`config.mk`:
```
export PLATFORM = sky130hd
export DESIGN_NAME = fsm_steer
export DESIGN_NICKNAME = d
export VERILOG_FILES = /design/src/rtl/fsm_steer.sv
export SDC_FILE = /design/constraint.sdc
export NUM_CORES = 1
export LEC_CHECK = 0
export CAP_MARGIN = 25
export CORE_AREA = 2 2 52 54
export CTS_BUF_LIST = sky130_fd_sc_hd__clkbuf_16
export DETAILED_ROUTE_END_ITERATION = 8
export DIE_AREA = 0 0 54 56
export PLACE_DENSITY = 0.76
export SKIP_LAST_GASP = 1
export SLEW_MARGIN = 5
export SYNTH_ARGS = -nofsm -noshare
export SYNTH_HDL_FRONTEND = slang
export SYNTH_SLANG_ARGS = --single-unit
```
`constraint.sdc`:
```
create_clock -name clk -period 2.1 [get_ports clk]
set_clock_uncertainty 0.2 [all_clocks]
set_input_delay 0.315 -clock clk [delete_from_list [all_inputs] [get_ports clk]]
set_output_delay 0.315 -clock clk [all_outputs]
set_load 0.1 [all_outputs]
```
`src/rtl/fsm_steer.sv`:
```
// fsm_steer: input-side driver for the eight-state, 2-bit-input FSM.
//
// The block owns the FSM's `a` bus and keeps a mirror of the FSM state by
// applying the same transition table to the symbol it drives. On a request
// it drives the shortest symbol sequence into the requested state. It also
// compares the FSM's reported output code against the mirror every cycle.
//
// Request handshake: `start`/`target` are sampled only while idle (busy=0).
// A request for the state the FSM already sits in completes in the same
// cycle (done=1, busy stays 0). Otherwise the first move is driven in the
// request cycle and busy rises on the next cycle. `done` is high exactly in
// the cycle the FSM occupies the target state. While busy, start/target are
// ignored.
//
// Ports:
//   clk        clock shared with the FSM
//   reset      asynchronous, active-high; clears mirror, control and flags
//   start      request strobe (idle only)
//   target     destination state 0..7, sampled with start
//   saida      observed FSM output code
//   a          symbol driven to the FSM (combinational)
//   busy       high while a request is being steered
//   done       high in the cycle the FSM is in the target state
//   err        sticky error (divergence or move budget exhausted)
//   steps      moves taken by the current/last request
//   dbg_mirror mirrored FSM state, for observation only
module fsm_steer #(
   parameter logic [1:0] IDLE_SYM  = 2'd0,
   parameter int         MAX_STEPS = 8
) (
   input  logic       clk,
   input  logic       reset,
   input  logic       start,
   input  logic [2:0] target,
   input  logic [2:0] saida,
   output logic [1:0] a,
   output logic       busy,
   output logic       done,
   output logic       err,
   output logic [3:0] steps,
   output logic [2:0] dbg_mirror
);

   typedef enum logic {IDLE = 1'b0, RUN = 1'b1} ctl_t;

   ctl_t       ctl;
   logic [2:0] mirror;
   logic [2:0] tgt_q;
   logic [2:0] eff_tgt;
   logic       req_active;

   // Next FSM state for state s under symbol sym.
   function automatic logic [2:0] t_next(input logic [2:0] s, input logic [1:0] sym);
      logic [7:0][2:0] row;   // row[sym], sym 3..0 listed left to right
      case (s)
         3'd0:    row = {12'b0, 3'd5, 3'd1, 3'd3, 3'd1};
         3'd1:    row = {12'b0, 3'd5, 3'd3, 3'd3, 3'd2};
         3'd2:    row = {12'b0, 3'd5, 3'd7, 3'd4, 3'd0};
         3'd3:    row = {12'b0, 3'd5, 3'd2, 3'd2, 3'd0};
         3'd4:    row = {12'b0, 3'd5, 3'd1, 3'd3, 3'd0};
         3'd5:    row = {12'b0, 3'd6, 3'd1, 3'd3, 3'd0};
         3'd6:    row = {12'b0, 3'd3, 3'd1, 3'd3, 3'd0};
         default: row = {12'b0, 3'd5, 3'd1, 3'd2, 3'd0};
      endcase
      return row[{1'b0, sym}];
   endfunction

   // Output code reported by the FSM; state 7 aliases code 3.
   function automatic logic [2:0] code_of(input logic [2:0] s);
      return (s == 3'd7) ? 3'd3 : s;
   endfunction

   // First symbol of a shortest path from s to t, ties to the lowest symbol.
   // Each row lists targets 7..0 left to right.
   function automatic logic [1:0] hop(input logic [2:0] s, input logic [2:0] t);
      logic [7:0][1:0] row;
      case (s)
         3'd0:    row = {2'd0, 2'd3, 2'd3, 2'd0, 2'd1, 2'd0, 2'd0, 2'd0};
         3'd1:    row = {2'd0, 2'd3, 2'd3, 2'd0, 2'd1, 2'd0, 2'd0, 2'd0};
         3'd2:    row = {2'd2, 2'd3, 2'd3, 2'd1, 2'd0, 2'd0, 2'd0, 2'd0};
         3'd3:    row = {2'd1, 2'd3, 2'd3, 2'd1, 2'd0, 2'd1, 2'd0, 2'd0};
         3'd4:    row = {2'd1, 2'd3, 2'd3, 2'd0, 2'd1, 2'd1, 2'd2, 2'd0};
         3'd5:    row = {2'd1, 2'd3, 2'd0, 2'd1, 2'd1, 2'd1, 2'd2, 2'd0};
         3'd6:    row = {2'd1, 2'd0, 2'd0, 2'd1, 2'd1, 2'd1, 2'd2, 2'd0};
         default: row = {2'd0, 2'd3, 2'd3, 2'd1, 2'd0, 2'd1, 2'd2, 2'd0};
      endcase
      return (s == t) ? IDLE_SYM : row[t];
   endfunction

   // A request is being served this cycle: either running, or a fresh
   // start accepted from idle (whose target is used before it is latched).
   assign req_active = (ctl == RUN) || (ctl == IDLE && start);
   assign eff_tgt    = (ctl == IDLE && start) ? target : tgt_q;

   always_comb begin
      a    = IDLE_SYM;
      done = 1'b0;
      if (req_active) begin
         if (mirror == eff_tgt) begin
            done = 1'b1;
         end else begin
            a = hop(mirror, eff_tgt);
         end
      end
   end

   assign busy       = (ctl == RUN);
   assign dbg_mirror = mirror;

   always_ff @(posedge clk or posedge reset) begin
      if (reset) begin
         mirror <= 3'd0;
         ctl    <= IDLE;
         tgt_q  <= 3'd0;
         steps  <= 4'd0;
         err    <= 1'b0;
      end else begin
         // The FSM has no self-loops, so the mirror moves every cycle.
         mirror <= t_next(mirror, a);
         if (saida != code_of(mirror)) begin
            // Mirror no longer trustworthy: abort whatever was in flight.
            err <= 1'b1;
            ctl <= IDLE;
         end else begin
            case (ctl)
               IDLE: begin
                  if (start) begin
                     if (mirror == target) begin
                        steps <= 4'd0;
                     end else begin
                        tgt_q <= target;
                        steps <= 4'd1;
                        ctl   <= RUN;
                     end
                  end
               end
               RUN: begin
                  if (mirror == tgt_q) begin
                     ctl <= IDLE;
                  end else if (steps >= 4'(MAX_STEPS)) begin
                     err <= 1'b1;
                     ctl <= IDLE;
                  end else if (steps != 4'hF) begin
                     steps <= steps + 4'd1;
                  end
               end
               default: ctl <= IDLE;
            endcase
         end
      end
   end

endmodule
```
## After elaboration in Yosys (flattened, before gate mapping)

Index checks and enable logic that the tools add are counted.

| cells by class | value |
|---|---|
| $add $sub $neg | 1 |
| order comparisons | 3 |
| equal/unequal tests | 17 |
| muxes and demuxes | 30 |
| bitwise gates (word level) | 3 |
| reduce and logical (&&, ||, !) cells | 9 |

Operators with widths:

| operator | number |
|---|---|
| $pmux W16 S6 | 1 |
| $pmux W12 S7 | 1 |
| $mux W16 | 2 |
| $mux W4 | 4 |
| $eq A3 B3 Y1 const B | 4 |
| $mux W1 | 12 |
| $eq A3 B3 Y1 | 3 |
| $mux W3 | 3 |
| $ne A2 B2 Y1 const B | 4 |
| $pmux W4 S2 | 1 |
| $bmux W2 S3 | 1 |
| $bmux W3 S2 | 1 |
| $eq A3 B2 Y1 const B | 2 |
| $mux W2 | 3 |
| $reduce_and A5 Y1 | 1 |
| $add A4 B1 Y4 const B | 1 |
| $ge A4 B4 Y1 const B | 1 |
| $lt A2 B4 Y1 const B | 1 |
| $lt A3 B4 Y1 const B | 1 |
| $ne A4 B4 Y1 const B | 1 |
| $reduce_and A4 Y1 | 1 |
| $reduce_bool A2 Y1 | 2 |
| $eq A3 B1 Y1 const B | 1 |
| $logic_not A3 Y1 | 1 |
| other kinds (8) | 10 |

| storage, ports and cells | value |
|---|---|
| bits in registers | 12 |
| bits of input ports | 9 |
| output and inout port bits | 12 |

## Logic depth before layout (Yosys ltp)

| depth | value |
|---|---|
| depth after elaboration | 12 |
| depth in mapped cells | 9 |
| depth with buffers taken out | 7 |

## Worst setup path after synthesis

Ideal clock, no wire load.

| timing | value |
|---|---|
| path type | register to output |
| start | reg mirror[1] (netlist: dbg_mirror[1]) |
| end | out done |
| data arrival time | 2.988 ns |
| data required time | 1.585 ns |
| setup slack | -1.403 ns |
| cell stages (with the launch flop) | 7 |
| path buffers | 1 |
| path through | dfrtp_1 clkbuf_1 nand2_1 mux2_2 nand2_1 nand3_1 nor2_1 |

| between the ends | value |
|---|---|
| word-level cells in the longest chain between the ends | 3 |

RTL lines:

| item | line | source |
|---|---|---|
| from (decl) | 47 | `logic [2:0] mirror;` |
| from (signal assigned) | 119 | `mirror <= t_next(mirror, a);` |
| $eq A3 B3 Y1 | 99 | `if (mirror == eff_tgt) begin` |
| $mux W1 | 99 |  |
| $mux W1 | 98 | `if (req_active) begin` |
| to (decl) | 38 | `output logic done,` |

Every way passes these cells.

## Final worst setup path

| timing | value |
|---|---|
| start | reg ctl (netlist: busy) |
| end | out a[0] |

| between the ends | value |
|---|---|
| word-level cells in the longest chain between the ends | 7 |

RTL lines:

| item | line | source |
|---|---|---|
| from (decl) | 46 | `ctl_t ctl;` |
| from (signal assigned) | 113 | `ctl <= IDLE;` |
| from (signal assigned) | 123 | `ctl <= IDLE;` |
| from (signal assigned) | 133 | `ctl <= RUN;` |
| $not A1 Y1 (no line) | -- |  |
| $logic_and A1 B1 Y1 | 92, 93 |  |
| $mux W3 | 93 | `assign eff_tgt = (ctl == IDLE && start) ? target : tgt_q;` |
| $bmux W2 S3 | 87 | `return (s == t) ? IDLE_SYM : row[t];` |
| $mux W2 (implied by the code) | 87 |  |
| $mux W2 | 99 |  |
| $mux W2 * | 98 |  |
| to (decl) | 36 | `output logic [1:0] a,` |

Every way passes the cells marked *; elsewhere a longest branch is shown, timed or not. The select of a mux whose other input is x is not followed.

==> metrics <==
Largest stage delay, worst path 0.48 ns; Clock Tree Buf Depth 2; top cell type's share of synthesized area 28.50%; Layout Nets 192; Detail Route Antenna Nets 0; Worst Hold Class in -> async; number of global-route vias before repair roughly 1,200; Vias/cell about 5.4; CP top delay family flip-flops; Gate power share 73.2%; DP Wirelength 2.310 mm; Row Count 18; Final setup viols 6; Sw Ratio 48.32%; initial core utilization a little over two fifths; layout cells sized above 1 a little under half; reg-to-reg startpoint busy; synth warn 0; synthesized flop and latch total 12; syn_area_per_cell 8.361 µm²; Critical Path RT 1.58 ns; Tot GR Track Use 23.43%; CTS buffer count 3; Leak Pwr 0.7819 nW; cells after synthesis 126; Critical path origin busy; maxcap violations 0; Die ar. 3024 µm²; commonest non-fill, non-tap cells in the layout buf_4, nand2_1, nor2_1; failing checks setup timing; cell taking the most area after synthesis dfrtp_1; register share of total power around 15%; worst hold slack roughly 0.20 ns; worst skew pair latency 0.24 ns; gr ovfl total 0; Reg clk slew, reported paths 0.04 ns; Cell Count, Final, Fillers Out 210; IO Pins 21; Die W 54 µm; crit-path cells nor2b_4 -> buf_6 -> mux2i_1 -> nand2_1 -> a31oi_2 -> buf_4 -> o211a_4 -> buf_12; Setup TNS -2.487 ns; largest net degree at the start of global routing 13; synth top area cells dfrtp_1, xnor2_1, nand2_1; commonest non-fill, non-tap cell in the layout buf_4; first-pass GRT wire length ~5.2 mm; P_sw approximately 1.4 mW; htree depth 1; Max Clock Freq 379.2 MHz; final hold vios 0; post-synthesis sequential area ratio 28.50%; status finished, violations left; clock root buffer clkbuf_16; clock sinks 12; port bufs 20; routed via count around 1,100; total routed wirelength approximately 3.2 mm; CTS tree yes; Final GP Congestion 0.9139; Max Transition Viols Final 0; fin worst setup slack -0.5368 ns; n_diodes 0; Slew Limit Headroom 67.47%; Power Density between 1500 and 2000 nW/µm²; final worst path period share 125.6%; Crit Path Class reg -> out; Initial DRT Pass Iterations 4; core footprint roughly 2400 µm²; count of cell types in the netlist 38; critical path's slowest cell dfrtp_4; syn_nets between 100 and 150; crit start category flop; die height around 56 µm; hold_buf cts 0; Worst Setup End Kind primary output; Crit Path Max Fanout 7; maximum vdd drop 1.527 mV; placed insts 203; Core Util, Final 73.61%; initial antenna violation count 0; synthesized area 1054 µm²; clock share of power 11.7%; Initial DRC Count 25; crit path buf inv count 3; Slew @ Worst Pin 0.4874 ns; crit path DAT roughly 2.1 ns; Final min period roughly 2.6 ns; RSZ-0062 raised after global routing yes; internal power 1.549 mW; P&R area growth vs syn 69.95%; fillers 178; routed len/inst 15.30 µm; DRC violations left 0
==> registers in the layout, summed over array words and instances, names as in the netlist <==
| signal | cells |
|---|---|
| steps | 4 |
| tgt_q | 3 |
| err | 1 |
| busy | 1 |
| dbg_mirror | 3 |
==> cell families (layout without fill, tap and decap cells) <==
logic type	count (synthesis)	count (layout)	share of synthesized area (%)
simple gates	46	46	20.67
compound gates	32	32	20.43
buf+inv	14	68	7.601
flops	12	12	28.50
xor+xnor	10	10	8.314
mux	10	10	12.11
fa+ha+maj	2	2	2.375
==> per-layer routing <==
| metal | vias up | share of wire (%) | GRT usage (%) | routed length, µm |
|---|---|---|---|---|
| li1 | 558 | - | - | - |
| met1 | 542 | 41 | 26.83 | 1323 |
| met2 | 30 | 53 | 40.77 | 1713 |
| met3 | 6 | 3.2 | 2.957 | 104 |
| met4 | 0 | 2.2 | 11.79 | 70 |
| met5 | - | 0 | 0 | 0 |
==> metrics by stage <==
stage	worst slack (ns)	total power [mW]	area, µm²
floorplan	-0.5523	1.711	1117
global placement	-0.6618	2.399	1605
detailed placement	-0.7136	2.437	1605
CTS	-0.4997	2.910	1755
global route	-0.6232	3.159	1790
finish	-0.5368	2.998	1790
==> worst paths after layout <==
| check | depth (start not counted) | to | slack (ns) |
|---|---|---|---|
| min | 2 | steps[3] | 0.20 |
| max | 8 | a[0] | -0.54 |
| min in group clk | 2 | err | 0.28 |
| min reg2reg | 2 | err | 0.28 |
| max reg2reg | 9 | dbg_mirror[1] | -0.42 |
| max in group asynchronous | 2 | busy | 1.13 |
==> what timing repair did <==
item                                    in CTS  in global routing
resized for setup                           13                  7
endpoints found under the setup margin       8                 11
pin swaps                                    6                  5
buffers inserted                             3                  0
==> synth_stat cells <==
library cell / number
nand2_1: 18
dfrtp_1: 12
nor2_1: 11
o21ai_0: 10
nand3_1: 8
xnor2_1: 8
inv_1: 7
mux2_2: 5
a21oi_1: 4
o211ai_1: 4
a31oi_1: 3
buf_2: 3
nor3_1: 3
and4_1: 2
clkbuf_1: 2
ha_1: 2
mux2i_1: 2
xor2_1: 2
a211o_1: 1
a211oi_1: 1
buf_12: 1
buf_6: 1
mux2_4: 1
mux2i_2: 1
mux2i_4: 1
nand4_1: 1
nor2b_1: 1
nor2b_4: 1
nor3_2: 1
o211a_1: 1
o21ai_1: 1
o21bai_1: 1
o22a_1: 1
o22ai_1: 1
o311a_1: 1
o31ai_1: 1
o32ai_2: 1
o41ai_1: 1
==> final cells by class <==
class	instances	area, µm²	share of cell area [%]
multi-input combinational	100	777.0	43.40
clock buffer	3	75.07	4.193
clock inverter	1	3.754	0.2096
inverter	7	26.28	1.468
sequential	12	312.8	17.47
tap	30	37.54	2.096
timing repair buffer	57	558.0	31.17
==> worst reg2reg max path, stage by stage, from the launching register on <==
cell,delay [ns]
dfrtp_4,0.48
nor2b_4,0.18
buf_6,0.16
mux2_2,0.37
nor3_1,0.22
o41ai_2,0.12
o211a_4,0.17
buf_4,0.15
buf_4,0.14
o32ai_2,0.23
==> power groups by stage <==
stage          combinational, mW  clock [mW]  sequential, mW
2_1_floorplan              0.981           0           0.730
3_3_place_gp                1.95           0           0.445
3_5_place_dp                1.99           0           0.450
4_1_cts                     2.11       0.353           0.448
5_1_grt                     2.32       0.371           0.468
6_report                    2.20       0.350           0.452
(Power assumes the default switching activity.)
